[config.mk]
export PLATFORM = sky130hd
export DESIGN_NAME = serial_link_tx
export DESIGN_NICKNAME = d
export VERILOG_FILES = /design/src/rtl/serial_link_pkg.sv /design/src/rtl/serial_link_bit_timer.sv /design/src/rtl/serial_link_tx.sv
export SDC_FILE = /design/constraint.sdc
export NUM_CORES = 1
export LEC_CHECK = 0
export ABC_AREA = 1
export ABC_CLOCK_PERIOD_IN_PS = 2100
export CAP_MARGIN = 30
export CORE_MARGIN = 2
export CORE_UTILIZATION = 48
export CTS_CLUSTER_DIAMETER = 120
export DETAILED_ROUTE_END_ITERATION = 6
export GPL_TIMING_DRIVEN = 0
export PLACE_DENSITY = 0.78
export SLEW_MARGIN = 20
export SYNTH_ARGS = -nofsm -noshare
export SYNTH_HDL_FRONTEND = slang
export SYNTH_SLANG_ARGS = --single-unit
export TNS_END_PERCENT = 5
[constraint.sdc]
create_clock -name clk -period 2.1 [get_ports clk]
set_input_delay 0.42 -clock clk [delete_from_list [all_inputs] [get_ports clk]]
set_output_delay 0.42 -clock clk [all_outputs]
set_load 0.01 [all_outputs]
[src/rtl/serial_link_pkg.sv]
// Shared definitions for the serial link transmitter and the matching deframer.
package serial_link_pkg;

    typedef enum logic [2:0] {
        IDLE     = 3'd0,
        PREAMBLE = 3'd1,
        SOF      = 3'd2,
        DATA     = 3'd3,
        EOF      = 3'd4
    } tx_state_t;

    // Frame flag as a vector where bit k is the k-th line bit sent:
    // a 0, then max_run+1 ones, then a 0 (max_run+3 bits in total).
    function automatic logic [31:0] flag_bits(input int max_run);
        return ((32'd1 << (max_run + 1)) - 32'd1) << 1;
    endfunction

endpackage

[src/rtl/serial_link_bit_timer.sv]
// Line bit divider: one bit_tick every CLKS_PER_BIT clocks while enabled.
module serial_link_bit_timer #(
    parameter int CLKS_PER_BIT = 4
) (
    input  logic clk,
    input  logic rst,
    input  logic en,
    output logic bit_tick
);

    localparam int W = $clog2(CLKS_PER_BIT);
    localparam logic [W-1:0] LAST = W'(CLKS_PER_BIT - 1);

    logic [W-1:0] count;

    // Count 0..CLKS_PER_BIT-1 while enabled; parked at 0 otherwise so each frame starts on a full bit.
    always_ff @(posedge clk or posedge rst) begin
        if (rst) begin
            count <= '0;
        end else if (!en || (count == LAST)) begin
            count <= '0;
        end else begin
            count <= count + 1'b1;
        end
    end

    assign bit_tick = en && (count == LAST);

endmodule

[src/rtl/serial_link_tx.sv]
// NRZ frame transmitter: preamble, start flag, bit-stuffed LSB-first data, end flag.
//
// state    | meaning
// ---------+------------------------------------------------------------
// IDLE     | line parked at 0, waiting for a word in the holding register
// PREAMBLE | alternating 1,0,... training bits for receiver clock recovery
// SOF      | start flag 0 1..1 0
// DATA     | data bits LSB first, complement stuff bit after each max run
// EOF      | end flag, then back to IDLE
module serial_link_tx
    import serial_link_pkg::*;
#(
    parameter int DATA_W         = 8,
    parameter int CLKS_PER_BIT   = 4,
    parameter int PREAMBLE_EDGES = 20,
    parameter int MAX_RUN        = 5
) (
    input  logic              clk,
    input  logic              rst,
    input  logic [DATA_W-1:0] tx_data,
    input  logic              tx_valid,
    output logic              tx_ready,
    output logic              serial_out,
    output logic              busy
);

    localparam int FLAG_LEN = MAX_RUN + 3;
    localparam logic [31:0] FLAG = flag_bits(MAX_RUN);
    localparam int CNT_MAX_PF = (PREAMBLE_EDGES > FLAG_LEN) ? PREAMBLE_EDGES : FLAG_LEN;
    localparam int CNT_MAX = (CNT_MAX_PF > DATA_W) ? CNT_MAX_PF : DATA_W;
    localparam int CNT_W = $clog2(CNT_MAX + 1);
    localparam int RUN_W = $clog2(MAX_RUN + 1);

    tx_state_t         state;
    logic [DATA_W-1:0] hold_reg;
    logic [DATA_W-1:0] shifter;
    logic              hold_full;
    logic [CNT_W-1:0]  bit_cnt;
    logic [CNT_W-1:0]  nxt_idx;
    logic [RUN_W-1:0]  run_len;
    logic              run_val;
    logic              bit_tick;
    logic              timer_en;
    logic              fill;
    logic              drain;
    logic              stuff_due;
    logic              word_done;
    logic              flag_next;
    logic              new_bit;
    logic              extend;

    assign timer_en = (state != IDLE);
    assign busy     = timer_en;
    assign tx_ready = !hold_full;
    assign fill     = tx_valid && !hold_full;

    serial_link_bit_timer #(
        .CLKS_PER_BIT(CLKS_PER_BIT)
    ) u_bit_timer (
        .clk     (clk),
        .rst     (rst),
        .en      (timer_en),
        .bit_tick(bit_tick)
    );

    // Next-bit decisions shared by the FSM and the holding register.
    always_comb begin
        stuff_due = (run_len == RUN_W'(MAX_RUN));
        word_done = (bit_cnt == CNT_W'(DATA_W));
        nxt_idx   = bit_cnt + 1'b1;
        flag_next = |(FLAG & (32'd1 << nxt_idx));
        new_bit   = ((state == DATA) && !word_done) ? shifter[0] : hold_reg[0];
        extend    = (run_len != '0) && (new_bit == run_val);
        drain     = bit_tick && hold_full &&
                    (((state == SOF) && (bit_cnt == CNT_W'(FLAG_LEN - 1))) ||
                     ((state == DATA) && !stuff_due && word_done));
    end

    // One-word holding register; a fill always wins over a drain in the same cycle.
    always_ff @(posedge clk or posedge rst) begin
        if (rst) begin
            hold_full <= 1'b0;
            hold_reg  <= '0;
        end else if (fill) begin
            hold_full <= 1'b1;
            hold_reg  <= tx_data;
        end else if (drain) begin
            hold_full <= 1'b0;
        end
    end

    // Frame sequencer: the line only moves on bit ticks, except the first preamble bit on frame start.
    always_ff @(posedge clk or posedge rst) begin
        if (rst) begin
            state      <= IDLE;
            serial_out <= 1'b0;
            bit_cnt    <= '0;
            shifter    <= '0;
            run_len    <= '0;
            run_val    <= 1'b0;
        end else begin
            case (state)
                IDLE: begin
                    serial_out <= 1'b0;
                    if (hold_full) begin
                        state      <= PREAMBLE;
                        serial_out <= 1'b1;
                        bit_cnt    <= '0;
                    end
                end
                PREAMBLE: if (bit_tick) begin
                    if (bit_cnt == CNT_W'(PREAMBLE_EDGES - 1)) begin
                        state      <= SOF;
                        bit_cnt    <= '0;
                        run_len    <= '0;
                        serial_out <= FLAG[0];
                    end else begin
                        bit_cnt    <= nxt_idx;
                        serial_out <= !serial_out;
                    end
                end
                SOF, EOF: if (bit_tick) begin
                    if (bit_cnt == CNT_W'(FLAG_LEN - 1)) begin
                        if (state == SOF) begin
                            state      <= DATA;
                            serial_out <= new_bit;
                            shifter    <= hold_reg >> 1;
                            bit_cnt    <= CNT_W'(1);
                            run_val    <= new_bit;
                            run_len    <= extend ? run_len + 1'b1 : RUN_W'(1);
                        end else begin
                            state      <= IDLE;
                            serial_out <= 1'b0;
                            bit_cnt    <= '0;
                        end
                    end else begin
                        bit_cnt    <= nxt_idx;
                        serial_out <= flag_next;
                    end
                end
                DATA: if (bit_tick) begin
                    if (stuff_due) begin
                        serial_out <= !run_val;
                        run_val    <= !run_val;
                        run_len    <= RUN_W'(1);
                    end else if (word_done && !hold_full) begin
                        state      <= EOF;
                        bit_cnt    <= '0;
                        serial_out <= FLAG[0];
                    end else begin
                        // Runs carry across word boundaries, so a new word just continues the run count.
                        serial_out <= new_bit;
                        shifter    <= word_done ? (hold_reg >> 1) : (shifter >> 1);
                        bit_cnt    <= word_done ? CNT_W'(1) : nxt_idx;
                        run_val    <= new_bit;
                        run_len    <= extend ? run_len + 1'b1 : RUN_W'(1);
                    end
                end
                default: begin
                    state      <= IDLE;
                    serial_out <= 1'b0;
                end
            endcase
        end
    end

endmodule

==> results of run 1 <==
-- power by group through the flow --
stage | sequential, mW | combinational, mW | clock [mW]
2_1_floorplan | 0.608 | 0.00894 | 0
3_3_place_gp | 0.608 | 0.0303 | 0
3_5_place_dp | 0.608 | 0.0310 | 0
4_1_cts | 0.597 | 0.0311 | 0.474
5_1_grt | 0.596 | 0.0344 | 0.497
6_report | 0.597 | 0.0296 | 0.464
-- cells in the final DEF, fill, tap and decap left out, types with 2 or more instances in the layout --
| cell | n |
|---|---|
| a21oi_1 | 7 |
| clkbuf_8 | 5 |
| clkdlybuf4s50_1 | 13 |
| dfrtp_1 | 31 |
| ha_1 | 6 |
| inv_1 | 36 |
| inv_2 | 2 |
| mux2_2 | 4 |
| nand2_1 | 69 |
| nand2_2 | 4 |
| nand3_1 | 23 |
| nand4_1 | 3 |
| nor2_1 | 23 |
| nor2_2 | 3 |
| o21ai_0 | 21 |
| o21ai_1 | 4 |
| o21ai_2 | 4 |
-- per-stage QoR --
stage               util [%]  cells  cell area [sq um]  setup slack, ps  power (mW)
floorplan                  -    251               1840              533       0.617
global placement        55.4    312               2030              184       0.639
detailed placement      55.4    312               2030              156       0.639
CTS                     57.7    320               2110              139        1.10
global route            57.8    320               2120             61.3        1.13
finish                  57.8    320               2120              189        1.09
-- routing by layer --
metal	share of wire (%)	track usage, %	wire length, um
met1	48	23.6	1690
met2	47	33.1	1650
met3	4.0	4.60	140
met4	1.5	7.03	52
met5	0	0	0
-- worst paths after layout --
path,start,end,slack [ps]
setup / recovery,state[0]$_DFFE_PP0P_,busy,190
hold / removal,u_bit_timer.count[0]$_DFF_PP0_,u_bit_timer.count[0]$_DFF_PP0_,440
setup reg to reg,bit_cnt[0]$_DFFE_PP0P_,shifter[3]$_DFFE_PP0P_,230
hold reg to reg,u_bit_timer.count[0]$_DFF_PP0_,u_bit_timer.count[0]$_DFF_PP0_,440
max in group asynchronous,rst,bit_cnt[2]$_DFFE_PP0P_,1160
min in group asynchronous,rst,hold_reg[7]$_DFFE_PP0P_,530
-- cells in the mapped netlist, types with 3 or more instances --
library cell  instances
nand2_2               3
o21ai_2               4
inv_1                37
nand4_1               3
nand3_1              23
nand2_1              70
nor2_2                3
o21ai_0              21
ha_1                  6
dfrtp_1              31
o21ai_1               4
nor2_1               23
a21oi_1               7
mux2_2                4
-- worst max-delay path, stage by stage, from the launching register on --
cell	delay (ps)
dfrtp_1	450
nor2_2	190
nand2_2	90
clkdlybuf4s50_1	480
-- layout make-up --
cell class                      count  area (sq um)  share of cell area [%]
Clock inverter                      2          12.5                   0.591
Buffer                              3          20.0                   0.946
Multi-Input combinational cell    179           902                    42.6
Sequential cell                    31           776                    36.7
Timing Repair Buffer               13           130                    6.15
Inverter                           38           143                    6.74
Clock buffer                        6          72.6                    3.43
Tap cell                           48          60.1                    2.84
-- logic make-up (layout without fill, tap and decap cells) --
family	count (synthesis)	after routing	share of synthesized area, %
xor gates and xnor gates	2	2	0.953
AOI/OAI and AO/OA	39	39	11.8
buffers and inverters	41	62	8.85
and+or+nand+nor	128	128	29.6
muxes	4	4	2.45
DFF	31	31	42.2
adders and majority gates	6	6	4.08
==> impl_metrics.env, run 1 <==
export IMPL_syn_inst=251
export IMPL_layout_drive_gt1_share_pct=9.93
export IMPL_syn2layout_area_growth_pct=15.1
export IMPL_grt_max_degree=32
export IMPL_clk_latency_ps=290
export IMPL_antenna_found_initial=0
export IMPL_cts_hold_buf=0
export IMPL_worstHoldPathType="reg2reg"
export IMPL_outcome="complete, no violations"
export IMPL_htree_num_levels=2
export IMPL_p_comb_share_pct=2.7
export IMPL_p_seq_share_pct=54.8
export IMPL_grt_usage_pct=19.3
export IMPL_fp_row_count=22
export IMPL_drv_slew=0
export IMPL_rsz0062_at_grt="false"
export IMPL_drv_cap=0
export IMPL_antenna_cells=0
export IMPL_synth_edf_count=0
export IMPL_tritoncts="yes"
export IMPL_die_h_um=65.9
export IMPL_syn_num_nets=268
export IMPL_finalHoldViolations=0
export IMPL_max_freq_mhz=523
export IMPL_p_leak_nw=1.08
export IMPL_die_w_um=65.9
export IMPL_p_sw_share_pct=22.5
export IMPL_die_area_sq_mm=0.00434
export IMPL_worst_setup_path_start_kind="flip-flop"
export IMPL_largest_reg_flops=8
export IMPL_cp_max_fo=7
export IMPL_cts_setup_buffers=0
export IMPL_synthFlopType="dfrtp_1"
export IMPL_slew_limit_headroom_pct=58.1
export IMPL_holdWs_ps=435
export IMPL_overflow=0
export IMPL_synth_seq_cells=31
export IMPL_synth_top_area_cell="dfrtp_1"
export IMPL_cts_buffers=5
export IMPL_fillers=341
export IMPL_final_setup_tns_ps=0
export IMPL_cts_sinks=31
export IMPL_fin_skew_ps=5.08
export IMPL_start_util_pct=50.2
export IMPL_viasPerCell=4.90
export IMPL_cp_required_ps=1680
export IMPL_post_dp_hpwl_mm=2.67
export IMPL_place_gp_congestion=0.856
export IMPL_coreArea_sq_mm=0.00366
export IMPL_vias=1569
export IMPL_async_reset_ff_share_pct=100
export IMPL_period_share_pct=91.0
export IMPL_period_minus_slack_ps=1910
export IMPL_switchingPower_mw=0.246
export IMPL_nNetsFinal=288
export IMPL_worst_slew_pin_slew_ps=627
export IMPL_seq_area_frac_synth_pct=42.2
export IMPL_drtPass1Iterations=4
export IMPL_crit_type="reg2out"
export IMPL_worst_setup_path_end_kind="primary output"
export IMPL_syn_avg_cell_area_sq_um=7.32
export IMPL_clkSlewWorstSetupHoldPaths_ps=60
export IMPL_wire_per_inst_um=11.1
export IMPL_cp_arrival_ps=1490
export IMPL_setup_violations=0
export IMPL_netlist_top_cells_area="dfrtp_1 42%, nand2_1 14%, inv_1 7.6%"
export IMPL_drc=0
export IMPL_power_density_mw_per_mm2=515
export IMPL_drtAntennaViolNets=0
export IMPL_port_buffers=13
export IMPL_p_int_mw=0.844
export IMPL_drtIter0Drc=59
export IMPL_grt_pass1_vias=1495
export IMPL_ys_warn_count=0
export IMPL_grt_pass1_wl_mm=6.37
export IMPL_ctsResizeCount=0
export IMPL_cts_buffer_depth=2
export IMPL_worst_r2r_path_depth=9
export IMPL_peakVddDrop_mv=0.460
export IMPL_routed_wl_mm=3.54
export IMPL_netlist_area_leader_share_pct=42.2
export IMPL_synth_cell_types=26
export IMPL_min_delay_path_depth=1
export IMPL_syn_area_sq_mm=0.00184
export IMPL_cts_root_buf="clkbuf_8"
export IMPL_p_clk_share_pct=42.5
export IMPL_ioPinCount=14
(Power assumes the default switching activity.)
==> run 2, diff against run 1 <==
--- a/config.mk
+++ b/config.mk
@@ -13,9 +13,11 @@
 export CTS_CLUSTER_DIAMETER = 120
 export DETAILED_ROUTE_END_ITERATION = 6
 export GPL_TIMING_DRIVEN = 0
-export PLACE_DENSITY = 0.78
+export PLACE_DENSITY = 0.77
+export SETUP_SLACK_MARGIN = 0.1
 export SLEW_MARGIN = 20
 export SYNTH_ARGS = -nofsm -noshare
 export SYNTH_HDL_FRONTEND = slang
+export SYNTH_HIERARCHICAL = 1
 export SYNTH_SLANG_ARGS = --single-unit
 export TNS_END_PERCENT = 5
==> impl_metrics.env, run 2 <==
export IMPL_cts_hold_buf=0
export IMPL_drtPass1Iterations=4
export IMPL_max_freq_mhz=542
export IMPL_layout_setup_ws_ps=255
export IMPL_wire_per_inst_um=11.5
export IMPL_worst_setup_path_start_kind="flip-flop"
export IMPL_drv_cap=0
export IMPL_rsz0062_at_grt="false"
export IMPL_netlist_area_leader_share_pct=40.6
export IMPL_synth_cell_types=25
export IMPL_final_cell_mix="54 x nand2_1, 38 x inv_1, 29 x dfrtp_1"
export IMPL_netlist_top_cells_area="dfrtp_1 41%, nand2_1 11%, inv_1 7.5%"
export IMPL_drtIter0Drc=99
export IMPL_cts_root_buf="clkbuf_8"
export IMPL_r2r_start="state[2]$_DFFE_PP0P_"
export IMPL_syn_avg_cell_area_sq_um=7.67
export IMPL_grt_pass1_wl_mm=6.39
export IMPL_cts_buffers=5
export IMPL_cp_required_ps=1680
export IMPL_path_cells="inv_1 -> clkdlybuf4s50_1"
export IMPL_antenna_cells=0
export IMPL_syn_num_nets=266
export IMPL_cp_max_fo=4
export IMPL_drtAntennaViolNets=0
export IMPL_final_common_cell="nand2_1"
export IMPL_syn_inst=249
export IMPL_syn_area_sq_mm=0.00191
export IMPL_multiInputGateArea_sq_um=965
export IMPL_cp_arrival_ps=1430
export IMPL_worst_slew_pin_slew_ps=701
export IMPL_grt_busiest_layer="met2"
export IMPL_synthFlopType="dfrtp_1"
export IMPL_worst_r2r_path_depth=11
export IMPL_path_buf_inv=2
export IMPL_place_gp_congestion=0.822
export IMPL_drc=0
export IMPL_antenna_found_initial=0
export IMPL_period_share_pct=87.9
export IMPL_seq_area_frac_synth_pct=40.6
export IMPL_worst_setup_path_end_kind="primary output"
export IMPL_final_setup_tns_ps=0
export IMPL_port_buffers=13
export IMPL_synth_most_common_cell="nand2_1"
export IMPL_final_util_pct=59.8
export IMPL_synth_seq_cells=31
export IMPL_cpMaxStageDelayCell="clkdlybuf4s50_1"
export IMPL_crit_type="reg2out"
export IMPL_vias=1614
export IMPL_regArea_sq_um=778
export IMPL_clkSlewWorstSetupHoldPaths_ps=70
export IMPL_outcome="complete, no violations"
export IMPL_htree_num_levels=2
export IMPL_start_util_pct=51.0
export IMPL_setup_violations=0
export IMPL_fp_row_count=22
export IMPL_fin_cells=322
export IMPL_syn2layout_area_growth_pct=17.2
export IMPL_slew_limit_headroom_pct=53.2
export IMPL_cts_sinks=31
export IMPL_layout_drive_gt1_share_pct=18.2
export IMPL_worstHoldPathType="in2async"
export IMPL_peakVddDrop_mv=0.529
export IMPL_ioPinCount=14
export IMPL_nNetsFinal=290
export IMPL_reg2reg_slack_ps=290
export IMPL_cts_buffer_depth=2
export IMPL_fin_skew_ps=6.33
export IMPL_clk_latency_ps=290
export IMPL_async_reset_ff_share_pct=100
export IMPL_synth_top_area_cell="dfrtp_1"
export IMPL_use_met3_pct=3.04
export IMPL_grt_use_met1_pct=23.8
export IMPL_routed_wl_mm=3.70
export IMPL_dp_cells=311
export IMPL_worstSetupStartpoint="hold_full$_DFFE_PP0P_"
export IMPL_grt_max_degree=18
export IMPL_synth_edf_count=0
export IMPL_cpLargestDelayFamily="buffers and inverters"
export IMPL_tritoncts="yes"
export IMPL_finalHoldViolations=0
export IMPL_fillers=358
export IMPL_largest_reg_flops=8
export IMPL_reg2reg_to="run_val$_DFFE_PP0P_"
export IMPL_post_dp_hpwl_mm=2.90
export IMPL_overflow=0
export IMPL_synth_commonest_cells="54 x nand2_1, 38 x inv_1, 31 x dfrtp_1, 26 x nor2_1, 19 x nand3_1"
export IMPL_dp_slack_ps=183
export IMPL_drv_slew=0
export IMPL_die_h_um=67.1
export IMPL_coreArea_sq_mm=0.00374
export IMPL_grt_use_met2_pct=33.2
export IMPL_viasPerCell=5.01
export IMPL_cpPeakStageDelay_ps=560
export IMPL_grt_usage_pct=19.1
export IMPL_p_leak_nw=1.14
export IMPL_period_minus_slack_ps=1850
export IMPL_power_density_mw_per_mm2=489
export IMPL_die_area_sq_mm=0.00450
export IMPL_ys_warn_count=6
export IMPL_die_w_um=67.1
export IMPL_grt_pass1_vias=1487
## run 2: cell count changes in the layout (fill, tap and decap cells not counted), sizes merged, moves of 3 or more
cell | before | now
nor2 | 27 | 32
o21ai | 29 | 25
nand3 | 23 | 20
mux2 | 4 | 7
nand2 | 73 | 68
inv | 38 | 41
buf | 3 | 7
## run 2: metrics by stage
step | instance area [sq um] | power, mW | hold WS, ps
4_1_cts | 2230 | 1.11 | 324
2_1_floorplan | 1910 | 0.617 | 161
6_report | 2240 | 1.09 | 328
3_5_place_dp | 2120 | 0.643 | 424
5_1_grt | 2240 | 1.13 | 353
3_3_place_gp | 2100 | 0.639 | 418
## run 2: how the worst max path moves through the flow
stage / to / slack (ps) / depth (start not counted)
floorplan: shifter[0]$_DFFE_PP0P_ / 460 / 13
global placement: busy / 180 / 3
detailed placement: busy / 180 / 3
CTS: shifter[5]$_DFFE_PP0P_ / 210 / 13
global route: shifter[5]$_DFFE_PP0P_ / 110 / 13
finish: tx_ready / 250 / 2
## run 2: kinds of logic after synthesis
| kind of cell | Yosys count | synth area share (%) |
|---|---|---|
| XOR/XNOR | 2 | 0.917 |
| flip-flops | 31 | 40.6 |
| AO/OA/AOI/OAI | 36 | 9.95 |
| multiplexers | 7 | 4.13 |
| adder cells (fa/ha/maj) | 6 | 3.93 |
| AND/OR/NAND/NOR | 123 | 31.0 |
| buffers and inverters | 44 | 9.50 |
## run 2: repair_timing
| item | 4_1_cts | 5_1_grt |
|---|---|---|
| pin swaps | 0 | 1 |
| setup endpoints to repair | 1 | 7 |
| gates resized for setup | 5 | 1 |
| gates cloned | 0 | 0 |
| setup buffers | 2 | 1 |
## run 2: per-layer routing
metal  part of all wire [%]  vias to the layer above
met5                      0                        -
met4                    1.5                        0
met3                    3.2                        7
met2                     50                       25
met1                     46                      751
li1                       -                      831
## run 2: cell type report
cell class,instances,share of cell area [%]
Tap cell,48,2.68
Clock inverter,3,0.894
Clock buffer,5,3.07
Multi-Input combinational cell,174,43.1
Timing Repair Buffer,17,7.43
Buffer,3,1.23
Inverter,41,6.87
Sequential cell,31,34.7
## run 2: report_power, final
part | internal [mW] | switching [mW]
clock network | 0.230 | 0.234
registers | 0.597 | 0
logic | 0.0189 | 0.0143
==> run 3, diff against run 2 <==
--- a/config.mk
+++ b/config.mk
@@ -6,7 +6,7 @@
 export NUM_CORES = 1
 export LEC_CHECK = 0
 export ABC_AREA = 1
-export ABC_CLOCK_PERIOD_IN_PS = 2100
+export ABC_CLOCK_PERIOD_IN_PS = 2000
 export CAP_MARGIN = 30
 export CORE_MARGIN = 2
 export CORE_UTILIZATION = 48
==> constraint.sdc (replaced) <==
create_clock -name clk -period 2 [get_ports clk]
set_input_delay 0.4 -clock clk [delete_from_list [all_inputs] [get_ports clk]]
set_output_delay 0.4 -clock clk [all_outputs]
set_load 0.01 [all_outputs]
==> impl_metrics.env, run 3 (synthesis gave the netlist of run 2 again) <==
export IMPL_regArea_sq_um=778
export IMPL_drtAntennaViolNets=0
export IMPL_grt_use_met2_pct=33.2
export IMPL_outcome="complete, no violations"
export IMPL_drtIter0Drc=71
export IMPL_peakVddDrop_mv=0.556
export IMPL_cp_arrival_ps=1430
export IMPL_tritoncts="yes"
export IMPL_port_buffers=13
export IMPL_viasPerCell=4.96
export IMPL_syn2layout_area_growth_pct=18.8
export IMPL_overflow=0
export IMPL_p_seq_share_pct=54.6
export IMPL_period_share_pct=91.4
export IMPL_coreArea_sq_mm=0.00374
export IMPL_grt_pass1_wl_mm=6.39
export IMPL_cp_max_fo=4
export IMPL_worst_setup_path_start_kind="flip-flop"
export IMPL_slew_limit_headroom_pct=53.2
export IMPL_final_util_pct=60.6
export IMPL_wire_per_inst_um=11.6
export IMPL_die_w_um=67.1
export IMPL_drtPass1Iterations=4
export IMPL_htree_num_levels=2
export IMPL_switchingPower_mw=0.261
export IMPL_antenna_found_initial=0
export IMPL_p_leak_nw=1.15
export IMPL_p_sw_share_pct=22.7
export IMPL_nNetsFinal=291
export IMPL_p_clk_share_pct=42.4
export IMPL_fin_skew_ps=5.98
export IMPL_worst_setup_path_end_kind="primary output"
export IMPL_rsz0062_at_grt="false"
export IMPL_grt_use_met1_pct=23.8
export IMPL_cts_sinks=31
export IMPL_cts_buffers=5
export IMPL_worstHoldPathType="in2async"
export IMPL_cts_root_buf="clkbuf_8"
export IMPL_finalHoldViolations=0
export IMPL_worst_r2r_path_depth=11
export IMPL_largest_reg_flops=8
export IMPL_fp_row_count=22
export IMPL_final_common_cell="nand2_1"
export IMPL_final_cell_mix="53 x nand2_1, 37 x inv_1, 29 x dfrtp_1"
export IMPL_final_setup_tns_ps=0
export IMPL_drv_cap=0
export IMPL_crit_type="reg2out"
export IMPL_cts_buffer_depth=2
export IMPL_vias=1601
export IMPL_worst_slew_pin_slew_ps=702
export IMPL_die_area_sq_mm=0.00450
export IMPL_antenna_cells=0
export IMPL_ioPinCount=14
export IMPL_use_met3_pct=3.04
export IMPL_layout_drive_gt1_share_pct=19.6
export IMPL_grt_busiest_layer="met2"
export IMPL_multiInputGateArea_sq_um=987
export IMPL_grt_max_degree=18
export IMPL_clk_latency_ps=290
export IMPL_p_comb_share_pct=3.0
export IMPL_power_density_mw_per_mm2=506
export IMPL_place_gp_congestion=0.822
export IMPL_post_dp_hpwl_mm=2.90
export IMPL_cts_hold_buf=0
export IMPL_drc=0
export IMPL_grt_usage_pct=19.1
export IMPL_clkSlewWorstSetupHoldPaths_ps=70
export IMPL_start_util_pct=51.0
export IMPL_cp_required_ps=1600
export IMPL_r2r_start="state[2]$_DFFE_PP0P_"
export IMPL_die_h_um=67.1
export IMPL_reg2reg_slack_ps=270
export IMPL_fillers=352
export IMPL_drv_slew=0
export IMPL_reg2reg_to="run_val$_DFFE_PP0P_"
export IMPL_p_int_mw=0.888
export IMPL_period_minus_slack_ps=1830
export IMPL_routed_wl_mm=3.73
export IMPL_setup_violations=0
export IMPL_max_freq_mhz=547
export IMPL_grt_pass1_vias=1487
-- run 3: critical path, stage by stage (launching register included) --
cell,delay (ps)
dfrtp_1,410
inv_1,170
clkdlybuf4s50_1,560
-- run 3: area by class of cell --
cell class | count | area share [%]
multi-input combinational | 174 | 43.5
sequential | 31 | 34.3
timing repair buffer | 18 | 7.66
inverter | 41 | 6.78
clock buffer | 5 | 3.03
tap | 48 | 2.65
buffer | 3 | 1.21
clock inverter | 3 | 0.882
-- run 3: repair_timing --
item	in CTS	in global routing
pin swaps	0	1
gates resized for setup	5	7
endpoints found under the setup margin	3	11
buffers inserted	2	2
-- run 3: layer usage --
| metal | part of all wire (%) | vias up |
|---|---|---|
| li1 | - | 832 |
| met1 | 46 | 738 |
| met2 | 50 | 24 |
| met3 | 2.7 | 7 |
| met4 | 1.5 | 0 |
| met5 | 0 | - |
-- run 3: through the flow --
stage | hold slack (ps) | area (sq um) | setup WS, ps | std cells | total power, mW
after floorplan | 141 | 1910 | 358 | 249 | 0.648
after global placement | 418 | 2100 | 98.6 | 310 | 0.671
after detailed placement | 424 | 2120 | 89.4 | 311 | 0.675
after CTS | 304 | 2230 | 114 | 321 | 1.17
after global routing | 333 | 2270 | 101 | 323 | 1.19
final | 308 | 2270 | 172 | 323 | 1.15
-- run 3: power groups by stage --
stage	logic, mW	clock network, mW	registers (mW)
6_report	0.0348	0.487	0.627
4_1_cts	0.0363	0.505	0.627
3_5_place_dp	0.0362	0	0.639
2_1_floorplan	0.00960	0	0.639
3_3_place_gp	0.0320	0	0.639
5_1_grt	0.0398	0.523	0.626
-- run 3: worst max-delay path by stage --
| stage | cells past startpoint | endpoint | start | slack [ps] |
|---|---|---|---|---|
| floorplan | 13 | shifter[0]$_DFFE_PP0P_ | bit_cnt[0]$_DFFE_PP0P_ | 360 |
| global placement | 3 | busy | state[2]$_DFFE_PP0P_ | 100 |
| detailed placement | 10 | shifter[5]$_DFFE_PP0P_ | state[2]$_DFFE_PP0P_ | 90 |
| CTS | 13 | shifter[5]$_DFFE_PP0P_ | bit_cnt[0]$_DFFE_PP0P_ | 110 |
| global route | 13 | shifter[5]$_DFFE_PP0P_ | bit_cnt[0]$_DFFE_PP0P_ | 100 |
| finish | 2 | tx_ready | hold_full$_DFFE_PP0P_ | 170 |
